## src/rtl/audio_sample_pacer.sv

```systemverilog
// -----------------------------------------------------------------------------
// audio_sample_pacer
//
// Purpose:
//   Sits between the free-running audio generator and the codec controller.
//   A tick divider samples the generator output at a fixed audio rate. The
//   sample is gated with play, so the captured value is zero when playback
//   is stopped. Samples are buffered in a small FIFO and handed to the
//   controller one at a time over the write_audio_out / audio_out_allowed
//   handshake.
//
//   On every rising edge of play the FIFO is flushed. Draining waits until
//   PRIME_LVL samples have been collected, so each playback start begins
//   from a clean, primed buffer and does not click.
//
// Ports:
//   CLOCK_50                 in   system clock, the only clock
//   reset                    in   synchronous, active-high reset
//   sample_in     [DATA_W]   in   signed sample from the generator
//   play                     in   playback enable
//   audio_out_allowed        in   controller can accept a sample
//   write_audio_out          out  one-cycle strobe, channel data valid with it
//   left_channel_audio_out   out  sample for the left channel
//   right_channel_audio_out  out  same value as the left channel
//   fifo_level [DEPTH_LOG2+1] out current FIFO occupancy, 0..2^DEPTH_LOG2
//   overflow                 out  one-cycle pulse after a ticked sample drops
//
// Optional build macro AUDIO_PACER_STATS_EN adds two outputs:
//   overflow_count [16]      out  dropped samples, saturates at 16'hFFFF
//   pop_count      [16]      out  strobes issued, wraps
//   Both counters are cleared by reset only. A flush does not clear them.
// -----------------------------------------------------------------------------
module audio_sample_pacer #(
  parameter int DATA_W     = 32,
  parameter int DEPTH_LOG2 = 4,
  parameter int TICK_DIV   = 1042,
  parameter int PRIME_LVL  = 4
) (
  input  logic                  CLOCK_50,
  input  logic                  reset,
  input  logic [DATA_W-1:0]     sample_in,
  input  logic                  play,
  input  logic                  audio_out_allowed,
  output logic                  write_audio_out,
  output logic [DATA_W-1:0]     left_channel_audio_out,
  output logic [DATA_W-1:0]     right_channel_audio_out,
  output logic [DEPTH_LOG2:0]   fifo_level,
  output logic                  overflow
`ifdef AUDIO_PACER_STATS_EN
  ,
  output logic [15:0]           overflow_count,
  output logic [15:0]           pop_count
`endif
);

  localparam int DEPTH = 1 << DEPTH_LOG2;
  localparam int CNT_W = (TICK_DIV > 1) ? $clog2(TICK_DIV) : 1;
  localparam int LVL_W = DEPTH_LOG2 + 1;

  localparam logic [CNT_W-1:0] TICK_LAST = CNT_W'(TICK_DIV - 1);
  localparam logic [LVL_W-1:0] LVL_FULL  = LVL_W'(DEPTH);
  localparam logic [LVL_W-1:0] LVL_PRIME = LVL_W'(PRIME_LVL);

  typedef enum logic [0:0] {
    ST_FILL = 1'b0,
    ST_RUN  = 1'b1
  } state_t;

  state_t                 state;
  state_t                 state_next;

  logic [CNT_W-1:0]       tick_cnt;
  logic                   tick;
  logic                   play_d;
  logic                   flush;

  logic [DATA_W-1:0]      mem [DEPTH];
  logic [DEPTH_LOG2-1:0]  wr_ptr;
  logic [DEPTH_LOG2-1:0]  rd_ptr;
  logic [DEPTH_LOG2-1:0]  wr_addr;
  logic                   fifo_empty;
  logic                   fifo_full;

  logic                   push;
  logic                   pop;
  logic                   drop;
  logic [DATA_W-1:0]      push_data;

  // ---------------------------------------------------------------------------
  // Sample-rate tick. Free-running and independent of play.
  // ---------------------------------------------------------------------------
  assign tick = (tick_cnt == TICK_LAST);

  // NOTE: clocked state is updated only with non-blocking assignments, so
  // every always_ff block reads pre-edge values regardless of block order.
  always_ff @(posedge CLOCK_50) begin
    if (reset) begin
      tick_cnt <= '0;
    end else if (tick) begin
      tick_cnt <= '0;
    end else begin
      tick_cnt <= tick_cnt + CNT_W'(1);
    end
  end

  // ---------------------------------------------------------------------------
  // Handshake and FIFO control.
  // A flush cancels any pop in the same cycle. The FIFO is empty after a
  // flush, so a coinciding tick is always accepted. When the FIFO is full, a
  // same-cycle pop frees the slot the push needs.
  // ---------------------------------------------------------------------------
  assign flush      = play & ~play_d;
  assign fifo_empty = (fifo_level == '0);
  assign fifo_full  = (fifo_level == LVL_FULL);

  // The ~write_audio_out term limits the rate to one pop per two cycles.
  // The controller sees each strobe before the next sample is offered.
  assign pop  = (state == ST_RUN) & audio_out_allowed & ~fifo_empty &
                ~write_audio_out & ~flush;
  assign push = tick & (flush | ~fifo_full | pop);
  assign drop = tick & ~push;

  assign push_data = play ? sample_in : '0;
  assign wr_addr   = flush ? '0 : wr_ptr;

  // ---------------------------------------------------------------------------
  // FSM: FILL primes the buffer, RUN drains it. RUN is left only on a flush
  // or a reset. An empty FIFO in RUN simply waits for the next tick.
  // ---------------------------------------------------------------------------
  always_ff @(posedge CLOCK_50) begin
    if (reset) begin
      state <= ST_FILL;
    end else begin
      state <= state_next;
    end
  end

  // NOTE: state_next gets its default before any branch, so no path can
  // leave it unassigned and infer a latch.
  always_comb begin
    state_next = state;
    if (flush) begin
      state_next = ST_FILL;
    end else begin
      case (state)
        ST_FILL: if (fifo_level >= LVL_PRIME) state_next = ST_RUN;
        ST_RUN:  state_next = ST_RUN;
        default: state_next = ST_FILL;
      endcase
    end
  end

  // ---------------------------------------------------------------------------
  // FIFO pointers and level. The pointers wrap modulo DEPTH. The extra level
  // bit tells a full FIFO apart from an empty one.
  // ---------------------------------------------------------------------------
  always_ff @(posedge CLOCK_50) begin
    if (reset) begin
      wr_ptr     <= '0;
      rd_ptr     <= '0;
      fifo_level <= '0;
    end else if (flush) begin
      rd_ptr     <= '0;
      wr_ptr     <= push ? DEPTH_LOG2'(1) : '0;
      fifo_level <= push ? LVL_W'(1) : '0;
    end else begin
      if (push) wr_ptr <= wr_ptr + DEPTH_LOG2'(1);
      if (pop)  rd_ptr <= rd_ptr + DEPTH_LOG2'(1);
      case ({push, pop})
        2'b10:   fifo_level <= fifo_level + LVL_W'(1);
        2'b01:   fifo_level <= fifo_level - LVL_W'(1);
        default: fifo_level <= fifo_level;
      endcase
    end
  end

  // NOTE: the sample storage has no reset. Validity is tracked entirely by
  // the pointers and the level, so the storage can map onto plain RAM.
  always_ff @(posedge CLOCK_50) begin
    if (push) begin
      mem[wr_addr] <= push_data;
    end
  end

  // ---------------------------------------------------------------------------
  // Output register. When the FIFO is full, a pop and a push can hit the
  // same slot in one cycle. The pop still reads the old head, because the
  // write lands at the clock edge.
  // ---------------------------------------------------------------------------
  always_ff @(posedge CLOCK_50) begin
    if (reset) begin
      play_d                  <= 1'b0;
      overflow                <= 1'b0;
      write_audio_out         <= 1'b0;
      left_channel_audio_out  <= '0;
      right_channel_audio_out <= '0;
    end else begin
      play_d          <= play;
      overflow        <= drop;
      write_audio_out <= pop;
      if (pop) begin
        left_channel_audio_out  <= mem[rd_ptr];
        right_channel_audio_out <= mem[rd_ptr];
      end
    end
  end

`ifdef AUDIO_PACER_STATS_EN
  // ---------------------------------------------------------------------------
  // Statistics counters. Cleared by reset only.
  // ---------------------------------------------------------------------------
  always_ff @(posedge CLOCK_50) begin
    if (reset) begin
      overflow_count <= '0;
      pop_count      <= '0;
    end else begin
      if (drop && (overflow_count != 16'hFFFF)) begin
        overflow_count <= overflow_count + 16'd1;
      end
      if (pop) begin
        pop_count <= pop_count + 16'd1;
      end
    end
  end
`endif

endmodule

```

## config.mk

```make
export PLATFORM = sky130hd
export DESIGN_NAME = audio_sample_pacer
export DESIGN_NICKNAME = d
export VERILOG_FILES = /design/src/rtl/audio_sample_pacer.sv
export SDC_FILE = /design/constraint.sdc
export NUM_CORES = 1
export LEC_CHECK = 0
export CELL_PAD_IN_SITES_DETAIL_PLACEMENT = 1
export CELL_PAD_IN_SITES_GLOBAL_PLACEMENT = 1
export CORE_MARGIN = 2
export CORE_UTILIZATION = 55
export CTS_CLUSTER_DIAMETER = 60
export DETAILED_ROUTE_END_ITERATION = 7
export DONT_BUFFER_PORTS = 1
export PLACE_DENSITY = 0.89
export REMOVE_ABC_BUFFERS = 1
export SLEW_MARGIN = 5
export SYNTH_ARGS = -nofsm -noshare
export SYNTH_HDL_FRONTEND = slang
export SYNTH_SLANG_ARGS = --single-unit
```

## constraint.sdc

```tcl
create_clock -name CLOCK_50 -period 7.3 [get_ports CLOCK_50]
set_input_delay 0.73 -clock CLOCK_50 [delete_from_list [all_inputs] [get_ports CLOCK_50]]
set_output_delay 0.73 -clock CLOCK_50 [all_outputs]
set_load 0.01 [all_outputs]
```

==> out/metrics.cfg, run 1 <==
[status]
status = finished clean

[worst_setup_path]
cp.arrival_ns = 3.80
endpoint_kind = flop
worstPathMaxFanout = 17
crit_type = flop to flop
critPathLaunch = tick_cnt[8]$_SDFF_PP0_
reg2regPathDepth = 6
worstPathRequired_ns = 7.55
r2r_start = tick_cnt[8]$_SDFF_PP0_
cp-start-kind = flop

[placement]
globalplace.congestion = 0.784
hpwlAfterDp_mm = 27.2
port_buffers = 0
dpl_worst_slack_ns = 3.83
dp.cells = 1548
placed_area_um2 = 22600

[cts]
cts_buffers = 56
tritoncts = yes
htreeDepth = 2
cts_buffer_depth = 3
cts_root_buf = clkbuf_16
clk_pin_slew_ns = 0.06
clk_latency_ns = 0.60
ctsHoldBuffers = 0
cts_resized = 0
cts.sinks = 572
cts_setup_buffers = 0

[floorplanning]
die_w_um = 205
design.portCount = 107
row_count = 73
die_area_um2 = 42100
fp.dieH_um = 205
initial_utilization = 0.559
core_um2 = 39800

[yosys]
yosysWarnings = 0
synth_cells = 1093
syn_area_per_cell_um2 = 20.4
synth_edf_count = 512
synthFlopType = edfxtp_1
ys_ff_latch = 572
netlist_area_um2 = 22200
synth_top_cell_area_share = 0.691
synthArstFlopShare = 0
seq_area_frac_synth = 0.745
synth_cell_types = 46
synthTopCellsByArea = edfxtp_1 (69%), mux4_2 (16%), dfxtp_1 (5.4%)
yosys.area.top_type = edfxtp_1

[power]
seqPwrFrac = 0.550
p_leak_nw = 6.91
clkPwrFrac = 0.441
switching_share = 0.195
pwr-share-comb = 0.009
p_switching_mw = 1.26
p_per_area_nw_per_um2 = 265
internal_power_mw = 5.22
p_total_mw = 6.48
vdd_drop_max_mv = 0.173

[global_routing]
met1_usage = 0.342
grt_pass1_vias = 11600
overflow = 0
met3_usage = 0.0592
grt_pass1_wl_mm = 77.9
groute.usage.overall = 0.261
grt_util_met2 = 0.436
grt.busiest_layer = met2
grt_max_degree = 89
antenna_found_initial = 6

[routing]
via_per_inst = 6.35
wl_mm = 51.9
drc = 0
dr.pass1.iters = 5
final_antenna_net_count = 0
num_vias = 10500
drtIter0Drc = 1165
wl_per_cell_um = 31.4

[sta]
holdWs_ns = 0.199
finClkSkew_ns = 0.0243
hold_viol_final = 0
period_share = 0.486
finalMaxSlewViolations = 0
setup_viol = 0
slew_headroom = 0.113
rsz0062_at_grt = false
tns_ns = 0
max_freq_mhz = 282
worst_pin_slew_ns = 1.33
min_period_ns = 3.55
finalWorstSetupSlack_ns = 3.75

[finish]
drive_above_1_share = 0.247
synthToLayoutAreaGrowth_pct = 9.98
mostFrequentLayoutCells = edfxtp_1 (512), mux4_2 (160), clkbuf_16 (57), dfxtp_1 (56), nand2_1 (46)
final_nets = 1127
final_common_cell = edfxtp_1
final-instance-count-excl-fill = 1655
fin_area_um2 = 24500
fin_util = 0.614

[worst_hold_path]
hold_class = primary input to flop
hold_path_depth = 1
worstHoldStart = reset

[run]
cap_violations = 0

registers in the layout, summed over array words and instances, names as in the netlist:
signal	flops
fifo_level	5
mem	512
overflow	1
play_d	1
rd_ptr	4
right_channel_audio_out	32
state	1
tick_cnt	11
wr_ptr	4
write_audio_out	1
power by group through the flow:
stage | clock network, mW | logic [mW] | registers [mW]
3_3_place_gp | 0 | 0.0500 | 3.63
6_report | 2.86 | 0.0591 | 3.56
2_1_floorplan | 0 | 0.0337 | 3.63
5_1_grt | 3.00 | 0.0648 | 3.56
3_5_place_dp | 0 | 0.0574 | 3.63
4_1_cts | 2.89 | 0.0581 | 3.56
Yosys cell counts (3+ instances only):
library cell and n:
mux2i_1 3, and3_1 3, xnor2_1 11, o21ai_1 32
nand2b_1 5, buf_4 32, clkinv_1 30, nand3_1 7
dfxtp_1 60, buf_2 8, a21oi_1 6, nand2_1 46
buf_1 10, xor2_1 7, nor2_1 41, edfxtp_1 512
nor2b_1 3, and2_1 33, buf_6 11, clkbuf_1 23
mux4_2 160, ha_1 7, nor3_1 6, inv_1 8
worst paths after layout:
| kind | to | slack (ns) |
|---|---|---|
| setup / recovery | mem[10][26]$_DFFE_PP_ | 3.75 |
| setup reg to reg | mem[10][26]$_DFFE_PP_ | 3.75 |
| hold reg to reg | tick_cnt[0]$_SDFF_PP0_ | 0.49 |
| hold / removal | play_d$_SDFF_PP0_ | 0.20 |
kinds of logic after synthesis:
group | count (synthesis) | synth area share
AO/OA/AOI/OAI | 52 | 0.0137
multiplexers | 164 | 0.164
flip-flops | 572 | 0.745
AND/OR/NAND/NOR | 156 | 0.0348
buffers and inverters | 123 | 0.0303
XOR/XNOR | 18 | 0.00709
adder cells (fa/ha/maj) | 8 | 0.00484
per-layer routing:
metal / vias up / wire (µm)
met5: - / 36
met1: 5535 / 19500
li1: 4331 / -
met4: 6 / 1480
met3: 117 / 4280
met2: 514 / 26600
area by class of cell:
type / count / area (µm²)
Sequential cell: 572 / 16600
Tap cell: 525 / 657
Inverter: 39 / 146
Antenna cell: 3 / 7.51
Clock buffer: 78 / 1510
Multi-Input combinational cell: 398 / 5130
Fill cell: 3304 / 15400
Timing Repair Buffer: 16 / 158
Clock inverter: 24 / 277
critical path: stages, from the launching register on:
cell and delay, ns:
dfxtp_1 0.34, nor4b_1 0.33, nand4b_1 0.48, nor2b_1 0.42
nand3_1 0.39, nor2_4 0.76, buf_4 0.47
Note: power is estimated with default switching activity, not from simulation.
==> inputs of run 2 (changes only) <==
Clock period 7.3 ns to 3.5 ns, I/O delays scaled along.
==> run 2 against run 1 <==
Clock-buffer cell count down 10. Critical endpoint is now mem[11][22]$_DFFE_PP_. Global-route usage is 1.5 points higher. Clock power increased by 130%. Wire length grew 6.8%. Sequential share of layout area is 1.3 points lower. Die area did not move. Register-to-register slack worse by 3.2 ns.
==> out/metrics.cfg, run 2 (synthesis results as in run 1) <==
[cts]
htreeDepth = 2  ; unchanged
clk_latency_ns = 0.63  ; was 0.60 ns
cts_buffers = 57  ; was 56
cts.sinks = 572  ; unchanged
tritoncts = yes  ; unchanged
cts_resized = 0  ; unchanged
cts_root_buf = clkbuf_16  ; unchanged
clk_pin_slew_ns = 0.06  ; about the same
cts_buffer_depth = 3  ; unchanged

[global_routing]
overflow = 0  ; unchanged
grt_max_degree = 41  ; was 89
grt_pass1_vias = 11900  ; was 11600
grt_pass1_wl_mm = 82.0  ; was 77.9 mm
groute.usage.overall = 0.275  ; was 0.261
antenna_found_initial = 2  ; was 6

[floorplanning]
core_um2 = 39800  ; unchanged
fp.dieH_um = 205  ; unchanged
design.portCount = 107  ; unchanged
row_count = 73  ; unchanged
die_w_um = 205  ; unchanged
die_area_um2 = 42100  ; unchanged
initial_utilization = 0.559  ; unchanged

[worst_setup_path]
endpoint_kind = flop  ; unchanged
reg2regPathDepth = 7  ; was 6
cp.arrival_ns = 3.28  ; was 3.80 ns
worstPathMaxFanout = 21  ; was 17
cpPeakStageDelay_ns = 0.62  ; was 0.76 ns
path_cells = nor4b_1 -> nand4b_1 -> buf_4 -> nor2b_1 -> nand4_1 -> nor2_4 -> buf_12  ; was nor4b_1 -> nand4b_1 -> nor2b_1 -> nand3_1 -> nor2_4 -> buf_4
critPathSlowestCell = nor2_4  ; unchanged
cp-start-kind = flop  ; unchanged
crit_type = flop to flop  ; unchanged
worstPathRequired_ns = 3.80  ; was 7.55 ns

[finish]
fin_util = 0.627  ; was 0.614
reg_top3 = mem x512, right_channel_audio_out x32, tick_cnt x11  ; unchanged
fillers = 3305  ; was 3304
multi_input_area_um2 = 5130  ; unchanged
final-instance-count-excl-fill = 1673  ; was 1655
final_nets = 1142  ; was 1127
fin_area_um2 = 25000  ; was 24500 µm²
largest_reg_flops = 512  ; unchanged
mostFrequentLayoutCells = edfxtp_1 (512), mux4_2 (160), clkbuf_16 (57), dfxtp_1 (56), nand2_1 (46)  ; unchanged
final_common_cell = edfxtp_1  ; unchanged
synthToLayoutAreaGrowth_pct = 12.2  ; was 9.98%
largest-register = mem  ; unchanged
drive_above_1_share = 0.267  ; was 0.247
seq_area_um2 = 16600  ; unchanged

[placement]
hpwlAfterDp_mm = 28.8  ; was 27.2 mm
port_buffers = 0  ; unchanged
dp.cells = 1562  ; was 1548
globalplace.congestion = 0.781  ; was 0.784
placed_area_um2 = 22900  ; was 22600 µm²

[power]
p_switching_mw = 2.86  ; was 1.26 mW
p_per_area_nw_per_um2 = 568  ; was 265 nW/µm²
internal_power_mw = 11.3  ; was 5.22 mW
p_total_mw = 14.2  ; was 6.48 mW
clkPwrFrac = 0.467  ; was 0.441
seqPwrFrac = 0.524  ; was 0.550
pwr-share-comb = 0.009  ; about the same
switching_share = 0.202  ; was 0.195
vdd_drop_max_mv = 0.389  ; was 0.173 mV
p_leak_nw = 7.15  ; was 6.91 nW

[sta]
finClkSkew_ns = 0.0280  ; was 0.0243 ns
finalMaxSlewViolations = 0  ; unchanged
hold_viol_final = 0  ; unchanged
min_period_ns = 2.99  ; was 3.55 ns
rsz0062_at_grt = false  ; unchanged
slew_headroom = 0.342  ; was 0.113
worst_pin_slew_ns = 0.987  ; was 1.33 ns
max_freq_mhz = 335  ; was 282 MHz
setup_viol = 0  ; unchanged
tns_ns = 0  ; unchanged
period_share = 0.853  ; was 0.486

[routing]
wl_mm = 55.5  ; was 51.9 mm
num_vias = 10900  ; was 10500
drc = 0  ; unchanged
dr.pass1.iters = 5  ; unchanged
via_per_inst = 6.53  ; was 6.35
drtIter0Drc = 1267  ; was 1165
wl_per_cell_um = 33.1  ; was 31.4 µm
final_antenna_net_count = 0  ; unchanged

[worst_hold_path]
hold_path_depth = 3  ; was 1
hold_class = primary input to flop  ; unchanged

[run]
cap_violations = 0  ; unchanged

[status]
status = finished clean  ; unchanged

## run 2: cell count changes in the layout (fill, tap and decap cells not counted), sizes merged
cell         delta
inv             +1
clkbuf         -10
clkinv         +10
buf            +12
diode           -2
dlygate4sd3     +2
bufinv          +5
## run 2: layer usage
| metal | wire length [µm] | up-vias | share of wire | global-route usage |
|---|---|---|---|---|
| met1 | 21300 | 5817 | 0.38 | 0.378 |
| li1 | - | 4361 | - | - |
| met4 | 1530 | 2 | 0.028 | 0.0925 |
| met3 | 4630 | 108 | 0.083 | 0.0535 |
| met5 | 13 | - | 0.00023 | 0 |
| met2 | 28000 | 635 | 0.50 | 0.449 |
## run 2: what timing repair did
| action | 4_1_cts | 5_1_grt |
|---|---|---|
| endpoints found under the hold margin | 4 | 0 |
| setup buffers | 0 | 0 |
| hold buffers | 2 | 0 |
## run 2: worst max-delay path: cells and delay by family (launching register included)
family | cells | cell delay, ns
and+or+nand+nor | 5 | 1.82
DFF | 1 | 0.34
buffers and inverters | 2 | 0.50
## run 2: metrics by stage
step                hold WS, ns  setup slack (ns)
finish                   0.0226             0.515
global route             0.0202             0.369
CTS                    0.000136             0.528
detailed placement        0.425             0.625
global placement          0.424             0.757
floorplan                 0.422             -3.29
## run 2: power groups by stage
stage	clock network, mW	registers (mW)	logic (mW)
2_1_floorplan	0	7.58	0.0703
3_3_place_gp	0	7.58	0.108
3_5_place_dp	0	7.58	0.126
4_1_cts	6.70	7.43	0.131
5_1_grt	6.91	7.43	0.143
6_report	6.62	7.43	0.133
## run 2: final cells by class
class	instances	area share
sequential	572	0.664
multi-input combinational	398	0.205
clock buffer	68	0.0596
tap	525	0.0263
clock inverter	40	0.0214
timing repair buffer	30	0.0167
inverter	39	0.00586
antenna	1	0.000100
## run 2: final timing paths
path,startpoint,end,slack (ns)
max,tick_cnt[8]$_SDFF_PP0_,mem[11][22]$_DFFE_PP_,0.51
min,reset,right_channel_audio_out[11]$_SDFFE_PP0P_,0.02
max reg2reg,tick_cnt[8]$_SDFF_PP0_,mem[11][22]$_DFFE_PP_,0.51
min reg2reg,tick_cnt[0]$_SDFF_PP0_,tick_cnt[0]$_SDFF_PP0_,0.49
==> inputs of run 3 (changes only) <==
Settings changed: CORE_UTILIZATION 55 to 50, PLACE_DENSITY 0.89 to 0.86.
Clock period 3.5 ns to 2.65 ns, I/O delays scaled along.
==> run 3 against run 2 <==
Critical path depth is 1 higher. Hold slack better by 0.055 ns. Worst setup slack worse by 0.35 ns. Total power is 29% higher. First-iteration DRC count is 1.1% lower. Largest power group unchanged. Highest routed layer is now met4. Clock power is 26% higher. Largest cell class unchanged.
==> out/metrics.cfg, run 3 (synthesis results as in run 1) <==
[sta]
finalMaxSlewViolations = 0  ; unchanged
finalWorstSetupSlack_ns = 0.165  ; was 0.515 ns
hold_viol_final = 0  ; unchanged
rsz0062_at_grt = false  ; unchanged
setup_viol = 0  ; unchanged
max_freq_mhz = 402  ; was 335 MHz
period_share = 0.938  ; was 0.853
min_period_ns = 2.49  ; was 2.99 ns
slew_headroom = 0.537  ; was 0.342
finClkSkew_ns = 0.0278  ; was 0.0280 ns
worst_pin_slew_ns = 0.695  ; was 0.987 ns
holdWs_ns = 0.0777  ; was 0.0226 ns

[routing]
via_per_inst = 6.05  ; was 6.53
dr.pass1.iters = 5  ; unchanged
final_antenna_net_count = 0  ; unchanged
num_vias = 10600  ; was 10900
wl_mm = 53.3  ; was 55.5 mm
wl_per_cell_um = 30.3  ; was 33.1 µm
drc = 0  ; unchanged
drtIter0Drc = 1253  ; was 1267

[cts]
clk_pin_slew_ns = 0.06  ; about the same
cts.sinks = 572  ; unchanged
tritoncts = yes  ; unchanged
cts_buffers = 57  ; unchanged
clk_latency_ns = 0.64  ; was 0.63 ns
htreeDepth = 2  ; unchanged
cts_buffer_depth = 3  ; unchanged
cts_root_buf = clkbuf_16  ; unchanged

[global_routing]
overflow = 0  ; unchanged
grt_pass1_vias = 11900  ; about the same
antenna_found_initial = 1  ; was 2
groute.usage.overall = 0.238  ; was 0.275
grt_pass1_wl_mm = 79.3  ; was 82.0 mm
grt_max_degree = 57  ; was 41

[worst_hold_path]
hold_path_depth = 2  ; was 3
hold_class = primary input to flop  ; unchanged
worstHoldStart = reset  ; unchanged
min_to = tick_cnt[0]$_SDFF_PP0_  ; was right_channel_audio_out[11]$_SDFFE_PP0P_

[finish]
fin_util = 0.573  ; was 0.627
mostFrequentLayoutCells = edfxtp_1 (512), mux4_2 (160), clkbuf_16 (57), dfxtp_1 (56), nand2_1 (46)  ; unchanged
final_common_cell = edfxtp_1  ; unchanged
largest-register = mem  ; unchanged
synthToLayoutAreaGrowth_pct = 13.3  ; was 12.2%
reg_top3 = mem x512, right_channel_audio_out x32, tick_cnt x11  ; unchanged
drive_above_1_share = 0.273  ; was 0.267
largest_reg_flops = 512  ; unchanged
final_nets = 1159  ; was 1142
fin_area_um2 = 25200  ; was 25000 µm²

[placement]
placed_area_um2 = 23200  ; was 22900 µm²
dpl_worst_slack_ns = -0.0655  ; was 0.625 ns
hpwlAfterDp_mm = 29.4  ; was 28.8 mm
globalplace.congestion = 0.775  ; was 0.781
port_buffers = 0  ; unchanged

[worst_setup_path]
endpoint_kind = flop  ; unchanged
rr_endpoint = mem[1][11]$_DFFE_PP_  ; was mem[11][22]$_DFFE_PP_
cp.arrival_ns = 2.77  ; was 3.28 ns
r2r_slack_ns = 0.16  ; was 0.51 ns
crit_type = flop to flop  ; unchanged
worstPathMaxFanout = 32  ; was 21
reg2regPathDepth = 8  ; was 7
r2r_start = tick_cnt[8]$_SDFF_PP0_  ; unchanged
worstPathRequired_ns = 2.93  ; was 3.80 ns
cp-start-kind = flop  ; unchanged

[power]
p_total_mw = 18.3  ; was 14.2 mW
p_per_area_nw_per_um2 = 727  ; was 568 nW/µm²
vdd_drop_max_mv = 0.510  ; was 0.389 mV
p_leak_nw = 7.21  ; was 7.15 nW

[floorplanning]
fp.dieH_um = 215  ; was 205 µm
initial_utilization = 0.505  ; was 0.559
row_count = 77  ; was 73
core_um2 = 44000  ; was 39800 µm²
die_area_um2 = 46200  ; was 42100 µm²
die_w_um = 215  ; was 205 µm
design.portCount = 107  ; unchanged

[run]
cap_violations = 0  ; unchanged

[status]
status = finished clean  ; unchanged

run 3: cell count changes in the layout (fill, tap and decap cells not counted), moves of 2 or more:
| cell | previous run | this run |
|---|---|---|
| clkinv_2 | 12 | 6 |
| buf_12 | 15 | 25 |
| clkinv_1 | 39 | 41 |
| inv_6 | 1 | 3 |
| clkbuf_1 | 9 | 13 |
| bufinv_16 | 11 | 8 |
| clkinv_8 | 1 | 3 |
| buf_4 | 13 | 20 |
run 3: routing by layer:
metal / up-vias / share of wire / GRT usage / routed length [µm]
li1: 4407 / - / - / -
met1: 5592 / 0.38 / 0.310 / 20200
met2: 532 / 0.51 / 0.395 / 27000
met3: 107 / 0.083 / 0.0541 / 4420
met4: 0 / 0.031 / 0.0889 / 1640
met5: - / 0 / 0 / 0
run 3: power by group:
part | internal [mW] | switching (mW) | leakage [nW] | total, mW
registers | 9.81 | 0.00501 | 4.64 | 9.81
clock network | 4.84 | 3.48 | 0.932 | 8.33
logic | 0.0249 | 0.148 | 1.63 | 0.173
run 3: repair_timing:
| action | CTS | global route |
|---|---|---|
| hold buffers | 2 | 0 |
| setup buffers | 2 | 0 |
| pin swaps | 1 | 0 |
| gates resized for setup | 0 | 1 |
| setup endpoints to repair | 97 | 171 |
| endpoints found under the hold margin | 14 | 0 |
run 3: cell type report:
| cell class | instances | area, µm² |
|---|---|---|
| Antenna cell | 2 | 5.00 |
| Sequential cell | 572 | 16600 |
| Timing Repair Buffer | 47 | 671 |
| Multi-Input combinational cell | 398 | 5130 |
| Tap cell | 592 | 741 |
| Inverter | 39 | 146 |
| Fill cell | 3764 | 18800 |
| Clock inverter | 34 | 410 |
| Clock buffer | 73 | 1520 |
run 3: how the worst max path moves through the flow:
stage / startpoint / endpoint / slack, ns / depth (start not counted)
3_3_place_gp: tick_cnt[8]$_SDFF_PP0_ / fifo_level[4]$_SDFFE_PP0P_ / 0.09 / 10
4_1_cts: tick_cnt[8]$_SDFF_PP0_ / fifo_level[4]$_SDFFE_PP0P_ / 0.07 / 11
5_1_grt: tick_cnt[8]$_SDFF_PP0_ / fifo_level[4]$_SDFFE_PP0P_ / 0.02 / 11
3_5_place_dp: tick_cnt[8]$_SDFF_PP0_ / fifo_level[4]$_SDFFE_PP0P_ / -0.07 / 10
2_1_floorplan: rd_ptr[0]$_SDFFE_PP0P_ / right_channel_audio_out[0]$_SDFFE_PP0P_ / -4.14 / 4
6_report: tick_cnt[8]$_SDFF_PP0_ / mem[1][11]$_DFFE_PP_ / 0.16 / 8
run 3: critical path, cell delays in order (launching register included):
cell and delay [ns]:
dfxtp_1 0.36, nor4b_2 0.32, nand4b_1 0.12, buf_4 0.17, buf_4 0.13, nor2b_1 0.19, nand2_1 0.26, nor3_2 0.25
buf_12 0.32
run 3: metrics by stage:
step / instances / setup TNS, ns
2_1_floorplan: 1009 / -526.02
3_3_place_gp: 1644 / 0
3_5_place_dp: 1644 / -0.0655
4_1_cts: 1755 / 0
5_1_grt: 1755 / 0
6_report: 1757 / 0
